File: src/rtl/uart_fifo_ctrl.sv
// UART FIFO controller: pointer/level accounting around a dual-port RAM with a
// one-entry output stage. Define UART_FIFO_ERR_EN to build the sticky ovf_err flag.
module uart_fifo_ctrl #(
    parameter int DATA_WIDTH = 8,
    parameter int FIFO_DEPTH = 16,
    parameter int ADDR_WIDTH = 4,
    parameter int AFULL_LVL  = 12
) (
    input  logic                  clk,
    input  logic                  rst,
    input  logic                  flush,
    input  logic                  wr_valid,
    output logic                  wr_ready,
    input  logic [DATA_WIDTH-1:0] wr_data,
    output logic                  rd_valid,
    input  logic                  rd_ready,
    output logic [DATA_WIDTH-1:0] rd_data,
    output logic                  ram_w_en,
    output logic [ADDR_WIDTH-1:0] ram_w_addr,
    output logic [DATA_WIDTH-1:0] ram_w_data,
    output logic                  ram_r_en,
    output logic [ADDR_WIDTH-1:0] ram_r_addr,
    input  logic [DATA_WIDTH-1:0] ram_r_data,
    output logic [ADDR_WIDTH:0]   level,
    output logic                  almost_full,
    output logic                  ovf_err,
    input  logic                  err_clr
);
    localparam logic [ADDR_WIDTH:0] FULL_CNT = (ADDR_WIDTH+1)'(FIFO_DEPTH);
    localparam logic [ADDR_WIDTH:0] AFULL_P  = (ADDR_WIDTH+1)'(AFULL_LVL);

    typedef enum logic [1:0] {S_EMPTY, S_FETCH, S_VALID} state_t;

    state_t              state, state_nxt;
    logic [ADDR_WIDTH:0] wp, rp, wp_nxt, rp_nxt, ram_cnt, level_nxt;
    logic                clr, ram_empty, wr_fire, rd_issue;

    assign clr       = rst | flush;
    assign ram_cnt   = wp - rp;
    assign ram_empty = (wp == rp);
    assign wr_ready  = (ram_cnt != FULL_CNT);
    assign wr_fire   = wr_valid & wr_ready & ~clr;

    assign ram_w_en   = wr_fire;
    assign ram_w_addr = wp[ADDR_WIDTH-1:0];
    assign ram_w_data = wr_data;
    assign ram_r_en   = rd_issue;
    assign ram_r_addr = rp[ADDR_WIDTH-1:0];
    assign rd_valid   = (state == S_VALID);

    always_comb begin
        state_nxt = state;
        rd_issue  = 1'b0;
        unique case (state)
            S_EMPTY: begin
                if (!ram_empty) begin
                    rd_issue  = 1'b1;
                    state_nxt = S_FETCH;
                end
            end
            S_FETCH: state_nxt = S_VALID;
            S_VALID: begin
                if (rd_ready) begin
                    if (!ram_empty) begin
                        rd_issue  = 1'b1;
                        state_nxt = S_FETCH;
                    end else begin
                        state_nxt = S_EMPTY;
                    end
                end
            end
            default: state_nxt = S_EMPTY;
        endcase
        // flush/reset abandon any in-flight read, including one in FETCH
        if (clr) begin
            rd_issue  = 1'b0;
            state_nxt = S_EMPTY;
        end
    end

    always_comb begin
        wp_nxt    = wp + {{ADDR_WIDTH{1'b0}}, wr_fire};
        rp_nxt    = rp + {{ADDR_WIDTH{1'b0}}, rd_issue};
        if (clr) begin
            wp_nxt = '0;
            rp_nxt = '0;
        end
        level_nxt = (wp_nxt - rp_nxt)
                  + {{ADDR_WIDTH{1'b0}}, (state_nxt != S_EMPTY)};
    end

    always_ff @(posedge clk) begin
        if (rst) begin
            state       <= S_EMPTY;
            wp          <= '0;
            rp          <= '0;
            level       <= '0;
            almost_full <= 1'b0;
            rd_data     <= '0;
        end else begin
            state       <= state_nxt;
            wp          <= wp_nxt;
            rp          <= rp_nxt;
            level       <= level_nxt;
            almost_full <= (level_nxt >= AFULL_P);
            if (flush)
                rd_data <= '0;
            else if (state == S_FETCH)
                rd_data <= ram_r_data;
        end
    end

`ifdef UART_FIFO_ERR_EN
    always_ff @(posedge clk) begin
        if (clr)
            ovf_err <= 1'b0;
        else if (wr_valid && !wr_ready)
            ovf_err <= 1'b1;
        else if (err_clr)
            ovf_err <= 1'b0;
    end
`else
    logic unused_err_clr;
    assign unused_err_clr = err_clr;
    assign ovf_err        = 1'b0;
`endif

endmodule

File: config.mk
export PLATFORM = sky130hd
export DESIGN_NAME = uart_fifo_ctrl
export DESIGN_NICKNAME = d
export VERILOG_FILES = /design/src/rtl/uart_fifo_ctrl.sv
export SDC_FILE = /design/constraint.sdc
export NUM_CORES = 1
export LEC_CHECK = 0
export BUFFER_PORTS_ARGS = -buffer_cell sky130_fd_sc_hd__buf_2
export CAP_MARGIN = 20
export CORE_MARGIN = 5
export CORE_UTILIZATION = 48
export CTS_CLUSTER_SIZE = 10
export DETAILED_ROUTE_END_ITERATION = 7
export HOLD_SLACK_MARGIN = 0.03
export PLACE_DENSITY = 0.89
export SLEW_MARGIN = 20
export SYNTH_ARGS = -nofsm -noshare
export SYNTH_HDL_FRONTEND = slang
export SYNTH_SLANG_ARGS = --single-unit
File: constraint.sdc
create_clock -name clk -period 5.5 [get_ports clk]
set_clock_uncertainty 0.15 [all_clocks]
set_input_delay 0.825 -clock clk [delete_from_list [all_inputs] [get_ports clk]]
set_output_delay 0.825 -clock clk [all_outputs]
set_load 0.05 [all_outputs]
==> impl_metrics.csv, run 1 <==
group,metric,value,unit
status,status,"completed",
global_routing,grt_overflow,0,
clocking,clk_pin_slew,0.13,ns
worst_hold_path,holdPathStages,2,
sta,slew_violations,0,
global_routing,grt_max_degree,18,
yosys,synth_common_cells,"dfxtp_1 (26), buf_4 (17), nand2_1 (17)",
setup_path,crit_arrival,4.39,ns
power_and_ir_drop,ir_drop,0.118,mV
run,maxCapViolCount,0,
setup_path,slowest_stage,"fa_1",
die,start_util,0.490,
yosys,synth_ff_type,"dfxtp_1",
yosys,synth_most_common_cell,"dfxtp_1",
clocking,tritoncts.num_buffers,3,
setup_path,cp_common_cell,"ha_1",
yosys,netlist-cell-type-count,32,
detailed_routing,finalWirelength,2.56,mm
die,die_w,65.4,um
finish,fillers,281,
clocking,cts_hold_buf,0,
finish,instances_no_fill,217,
detailed_routing,drt_first_iter_violations,45,
finish,drive_above_1_share,0.245,
power_and_ir_drop,pwr-share-comb,0.069,
setup_path,crit_chain,"inv_1, ha_1, nor2b_1, o21a_1, nor4_1, o2111ai_1, and3_1, ha_1, ha_1, and2_1, ha_1, fa_1, a21o_1, a21oi_1, xor2_1, xnor3_1, o21ai_1",
detailed_routing,post_drt_via_cell_ratio,4.90,
power_and_ir_drop,p_per_area,181,nW/um^2
detailed_routing,ant_nets,0,
global_routing,antenna_found_initial,0,
setup_path,cp-end-kind,"flop",
sta,hold_viol,0,
placed_design,hpwl,2.12,mm
setup_path,critPathKind,"reg2reg",
sta,setup-violations-final,0,
power_and_ir_drop,power_frac_clock,0.269,
die,num_rows,20,
setup_path,required,5.61,ns
detailed_routing,num_vias,1064,
worst_hold_path,hp-class,"reg2reg",
global_routing,grt_pass1_wl,4.38,mm
sta,fin_crit_sh,0.777,
yosys,async_flop_share,0,
power_and_ir_drop,power.switching,0.0646,mW
global_routing,grt_pass1_vias,1046,
placed_design,dp_cells,214,
die,dieArea,4270,um^2
finish,num_antenna_cells,0,
yosys,synth_top_area_cell,"dfxtp_1",
yosys,synth_top_area_share,0.354,
sta,worstMarginPinSlew,0.497,ns
sta,rsz0062_at_grt,"false",
power_and_ir_drop,p_sw_frac,0.226,
yosys,yosysWarnings,0,
placed_design,place_ws,1.23,ns
clocking,cts-root-buf,"clkbuf_4",
yosys,yosys-top-cells-area,"dfxtp_1 (35%), ha_1 (14%), buf_4 (8.7%)",
detailed_routing,firstDrtPassIters,4,
clocking,clock-sinks,26,
yosys,synth_edf_count,0,
placed_design,dpl_cell_area,1560,um^2
clocking,h-tree-depth,1,
sta,max_freq,0.234,GHz
finish,nNetsFinal,225,
yosys,synth_seq_cells,26,
placed_design,routabilityCongestion,0.713,
global_routing,gr-usage-all-layers,0.132,
yosys,syn_inst,163,
setup_path,cpPeakStageDelay,0.48,ns
finish,syn_to_final_growth,7.57,%
power_and_ir_drop,p_total,0.286,mW
clocking,clockBufferDepth,2,
detailed_routing,drt_drc_violations_left,0,
clocking,cts_tree,"done",
sta,setup_tns,0,ns
power_and_ir_drop,seq_power_share,0.663,
detailed_routing,post_drt_wl_per_cell,11.8,um
setup_path,start_kind,"flop",
power_and_ir_drop,total_leakage_power,0.763,nW
placed_design,io_buffers,38,
clocking,cts_setup_buffers,0,
setup_path,reg2reg_depth,17,
yosys,synth.avg_cell_area,9.03,um^2
clocking,post_cts_resized,0,
clocking,clk_latency,0.32,ns
yosys,ys_seq_area_frac,0.354,
sta,finalCriticalPeriod,4.27,ns
yosys,synth_nets,202,
die,core_area,3000,um^2
die,die_h,65.4,um
setup_path,cp_max_fo,4,
die,io_pins,57,
finish,final_area,1580,um^2
yosys,netlist_area,1470,um^2
power_and_ir_drop,intPower,0.221,mW
sta,max-slew-margin-rel,0.668,
sta,fin_ws,1.23,ns
cell families (layout without fill, tap and decap cells):
group	Yosys count	in the layout	share of synthesized area
flip-flops	26	26	0.354
AND/OR/NAND/NOR	58	58	0.205
other	1	1	0.00255
AO/OA/AOI/OAI	18	18	0.0723
XOR/XNOR	13	13	0.0918
adder cells (fa/ha/maj)	17	17	0.150
buffers and inverters	30	51	0.125
critical path: cells and delay by family, from the launching register on:
kind | cells | cell delay [ns]
AND/OR/NAND/NOR | 4 | 0.74
adder cells (fa/ha/maj) | 5 | 1.64
flip-flops | 1 | 0.39
XOR/XNOR | 2 | 0.42
AO/OA/AOI/OAI | 5 | 0.83
buffers and inverters | 1 | 0.06
sequential cells by signal, indices dropped and copies added, names as in the netlist:
| signal | cells |
|---|---|
| almost_full | 1 |
| rd_data | 8 |
| state | 2 |
| level | 5 |
| wp | 5 |
| rp | 5 |
stage by stage:
step,hold WS [ns],util
after floorplan,0.327,-
after global placement,0.291,0.520
after detailed placement,0.294,0.520
after CTS,0.312,0.527
after global routing,0.328,0.527
final,0.309,0.527
final timing paths:
check                           slack (ns)       start          end
worst min-delay path                  0.31  rd_data[4]   rd_data[4]
worst min register to register        0.31  rd_data[4]   rd_data[4]
worst max-delay path                  1.23       rp[1]  almost_full
worst max register to register        1.23       rp[1]  almost_full
layout by cell type (no fill, tap or decap), drive strengths merged, types with 4 or more instances in the layout:
cell type / n
a21oi: 11
ha: 16
dfxtp: 26
nor2: 12
nand2: 17
nor2b: 4
buf: 39
xnor2: 4
inv: 9
xor2: 8
nand3: 4
nand2b: 4
and2: 8
per-layer routing:
layer	share of wire	track usage	vias to the layer above	routed length (um)
met3	0.076	0.0496	2	194
met5	0	0	-	0
met2	0.48	0.243	34	1220
li1	-	-	554	-
met4	0.0090	0.0415	0	23
met1	0.44	0.137	474	1120
power by group through the flow:
stage | clock network, mW | logic, mW | registers (mW)
finish | 0.0769 | 0.0196 | 0.189
global route | 0.0902 | 0.0215 | 0.190
CTS | 0.0826 | 0.0198 | 0.190
detailed placement | 0 | 0.0197 | 0.194
global placement | 0 | 0.0195 | 0.194
floorplan | 0 | 0.0276 | 0.195
cell type report:
cell class / count / area, um^2 / area share
clock buffers: 3 / 22.5 / 0.0142
flip-flops and latches: 26 / 520 / 0.329
well taps: 33 / 41.3 / 0.0261
repair buffers: 39 / 198 / 0.125
inverters: 9 / 33.8 / 0.0213
multi-input cells: 107 / 767 / 0.485
(Power assumes the default switching activity.)
==> run 2, diff against run 1 <==
Settings changed: ABC_AREA set to 1, CORE_UTILIZATION 48 to 44, PLACE_DENSITY 0.89 to 0.85.
Clock period 5.5 ns to 3.7 ns, I/O delays scaled along.
==> impl_metrics.csv, run 2 <==
group,metric,value,unit
global_routing,gr-usage-all-layers,0.141,
yosys,synth_nets,250,
worst_hold_path,holdPathStages,3,
die,io_pins,57,
clocking,clock-sinks,26,
placed_design,io_buffers,38,
finish,layout_commonest_cell,"nor2_1",
detailed_routing,drt_drc_violations_left,0,
worst_hold_path,holdPathEnd,"rd_data[1]",
placed_design,hpwl,2.63,mm
power_and_ir_drop,ir_drop,0.306,mV
detailed_routing,post_drt_wl_per_cell,12.1,um
yosys,synth_most_common_cell,"nor2_1",
setup_path,cp_max_fo,4,
sta,holdWs,0.290,ns
sta,setup_tns,0,ns
setup_path,reg2reg_depth,25,
sta,slew_violations,0,
detailed_routing,num_vias,1382,
yosys,yosysWarnings,0,
finish,num_antenna_cells,0,
detailed_routing,drt_first_iter_violations,47,
setup_path,required,3.80,ns
finish,instances_no_fill,291,
finish,layout_common_cells,"nor2_1 (42), buf_2 (38), inv_1 (30), dfxtp_1 (22), nand2_1 (20)",
status,status,"completed",
yosys,synth_common_cells,"nor2_1 (45), inv_1 (32), dfxtp_1 (26)",
detailed_routing,finalWirelength,3.52,mm
sta,max_freq,0.286,GHz
sta,finalCriticalPeriod,3.49,ns
worst_hold_path,hold_start,"ram_r_data[1]",
worst_hold_path,hp-class,"in2reg",
die,dieArea,4800,um^2
run,maxCapViolCount,0,
yosys,synth_top_area_cell,"dfxtp_1",
detailed_routing,firstDrtPassIters,5,
yosys,synth_seq_cells,26,
die,core_area,3360,um^2
clocking,clockBufferDepth,2,
global_routing,grt_overflow,0,
global_routing,grt_max_degree,17,
die,num_rows,21,
yosys,syn_inst,211,
setup_path,cp-end-kind,"flop",
die,die_h,69.3,um
power_and_ir_drop,total_leakage_power,1.00,nW
finish,final_util,0.580,
power_and_ir_drop,p_per_area,265,nW/um^2
sta,setup-violations-final,0,
clocking,clk_pin_slew,0.14,ns
sta,fin_ws,0.206,ns
global_routing,grt_pass1_vias,1378,
sta,hold_viol,0,
setup_path,reg2reg_from,"rp[1]",
finish,final_area,1950,um^2
yosys,synth_top_area_share,0.337,
setup_path,timing.rr.end,"almost_full",
yosys,synth.avg_cell_area,7.33,um^2
global_routing,antenna_found_initial,0,
detailed_routing,ant_nets,0,
finish,largest_register_ffs,8,
power_and_ir_drop,p_total,0.516,mW
die,start_util,0.460,
yosys,netlist-cell-type-count,24,
placed_design,dp_cells,282,
yosys,synth_ff_type,"dfxtp_1",
setup_path,rrSetupSlack,0.21,ns
yosys,async_flop_share,0,
die,die_w,69.3,um
sta,fin_crit_sh,0.944,
finish,nNetsFinal,285,
placed_design,dpl_cell_area,1780,um^2
placed_design,place_ws,0.136,ns
clocking,cts_hold_buf,0,
yosys,yosys-top-cells-area,"dfxtp_1 (34%), ha_1 (13%), nor2_1 (11%)",
clocking,h-tree-depth,1,
finish,syn_to_final_growth,26.1,%
yosys,synth_edf_count,0,
finish,largest-register,"rd_data",
clocking,clk_latency,0.33,ns
setup_path,crit_arrival,3.59,ns
clocking,tritoncts.num_buffers,3,
clocking,cts_tree,"done",
yosys,ys_seq_area_frac,0.337,
placed_design,routabilityCongestion,0.793,
global_routing,grt_pass1_wl,5.74,mm
detailed_routing,post_drt_via_cell_ratio,4.75,
setup_path,critPathKind,"reg2reg",
clocking,cts-root-buf,"clkbuf_4",
yosys,netlist_area,1550,um^2
finish,drive_above_1_share,0.376,
setup_path,start_kind,"flop",
## run 2: cell types whose count changed in the layout (fill, tap and decap cells not counted), moves of 8 or more
cell     delta
inv_1      +21
and2_1      -8
buf_4      +10
nor2_1     +32
a21oi_1     -8
o21ai_0     +8
nand2_2     +8
## run 2: power by group
group | internal, mW | switching [mW] | total (mW)
Combinational | 0.0132 | 0.0249 | 0.0381
Clock | 0.110 | 0.0871 | 0.197
Sequential | 0.281 | 0.000734 | 0.281
Total | 0.404 | 0.113 | 0.516
## run 2: critical path: stages (launching register included)
cell,delay (ns)
dfxtp_2,0.39
inv_2,0.05
ha_4,0.26
inv_1,0.04
nor2_2,0.12
nor2_1,0.06
nand2_1,0.06
nand3b_1,0.09
nor2_2,0.13
nand3_4,0.10
nand2_4,0.07
clkinvlp_4,0.09
ha_4,0.17
ha_2,0.30
inv_1,0.05
nor2_2,0.08
ha_1,0.27
fa_2,0.40
nand3_2,0.09
nand2_2,0.06
nand2_2,0.08
nand2_2,0.06
inv_1,0.05
nand2_1,0.05
nand3_2,0.07
nand2_2,0.04
## run 2: repair_timing
item / CTS / global route
gates resized for setup: 0 / 20
endpoints found under the setup margin: 0 / 3
setup buffers: 0 / 5
## run 2: how the worst max path moves through the flow
stage	to	startpoint
6_report	almost_full	rp[1]
5_1_grt	level[4]	rp[1]
4_1_cts	almost_full	rp[3]
3_5_place_dp	almost_full	rp[3]
3_3_place_gp	almost_full	rp[3]
2_1_floorplan	almost_full	rp[1]
## run 2: cell families after synthesis
group | synth area share
buf+inv | 0.166
flops | 0.337
compound gates | 0.0631
fa+ha+maj | 0.142
xor+xnor | 0.0170
other cells | 0.00242
simple gates | 0.273
## run 2: layer usage
layer  vias up  global-route usage  share of wire
li1        701                   -              -
met1       624               0.149           0.39
met2        46               0.267           0.51
met5         -                   0              0
met4         0              0.0282          0.025
met3        11              0.0507          0.076
## run 2: area by class of cell
cell class | count | area (um^2)
Timing Repair Buffer | 49 | 273
Clock buffer | 3 | 22.5
Sequential cell | 26 | 528
Inverter | 32 | 124
Tap cell | 46 | 57.6
Multi-Input combinational cell | 134 | 915
Fill cell | 308 | 1410
Clock inverter | 1 | 30.0
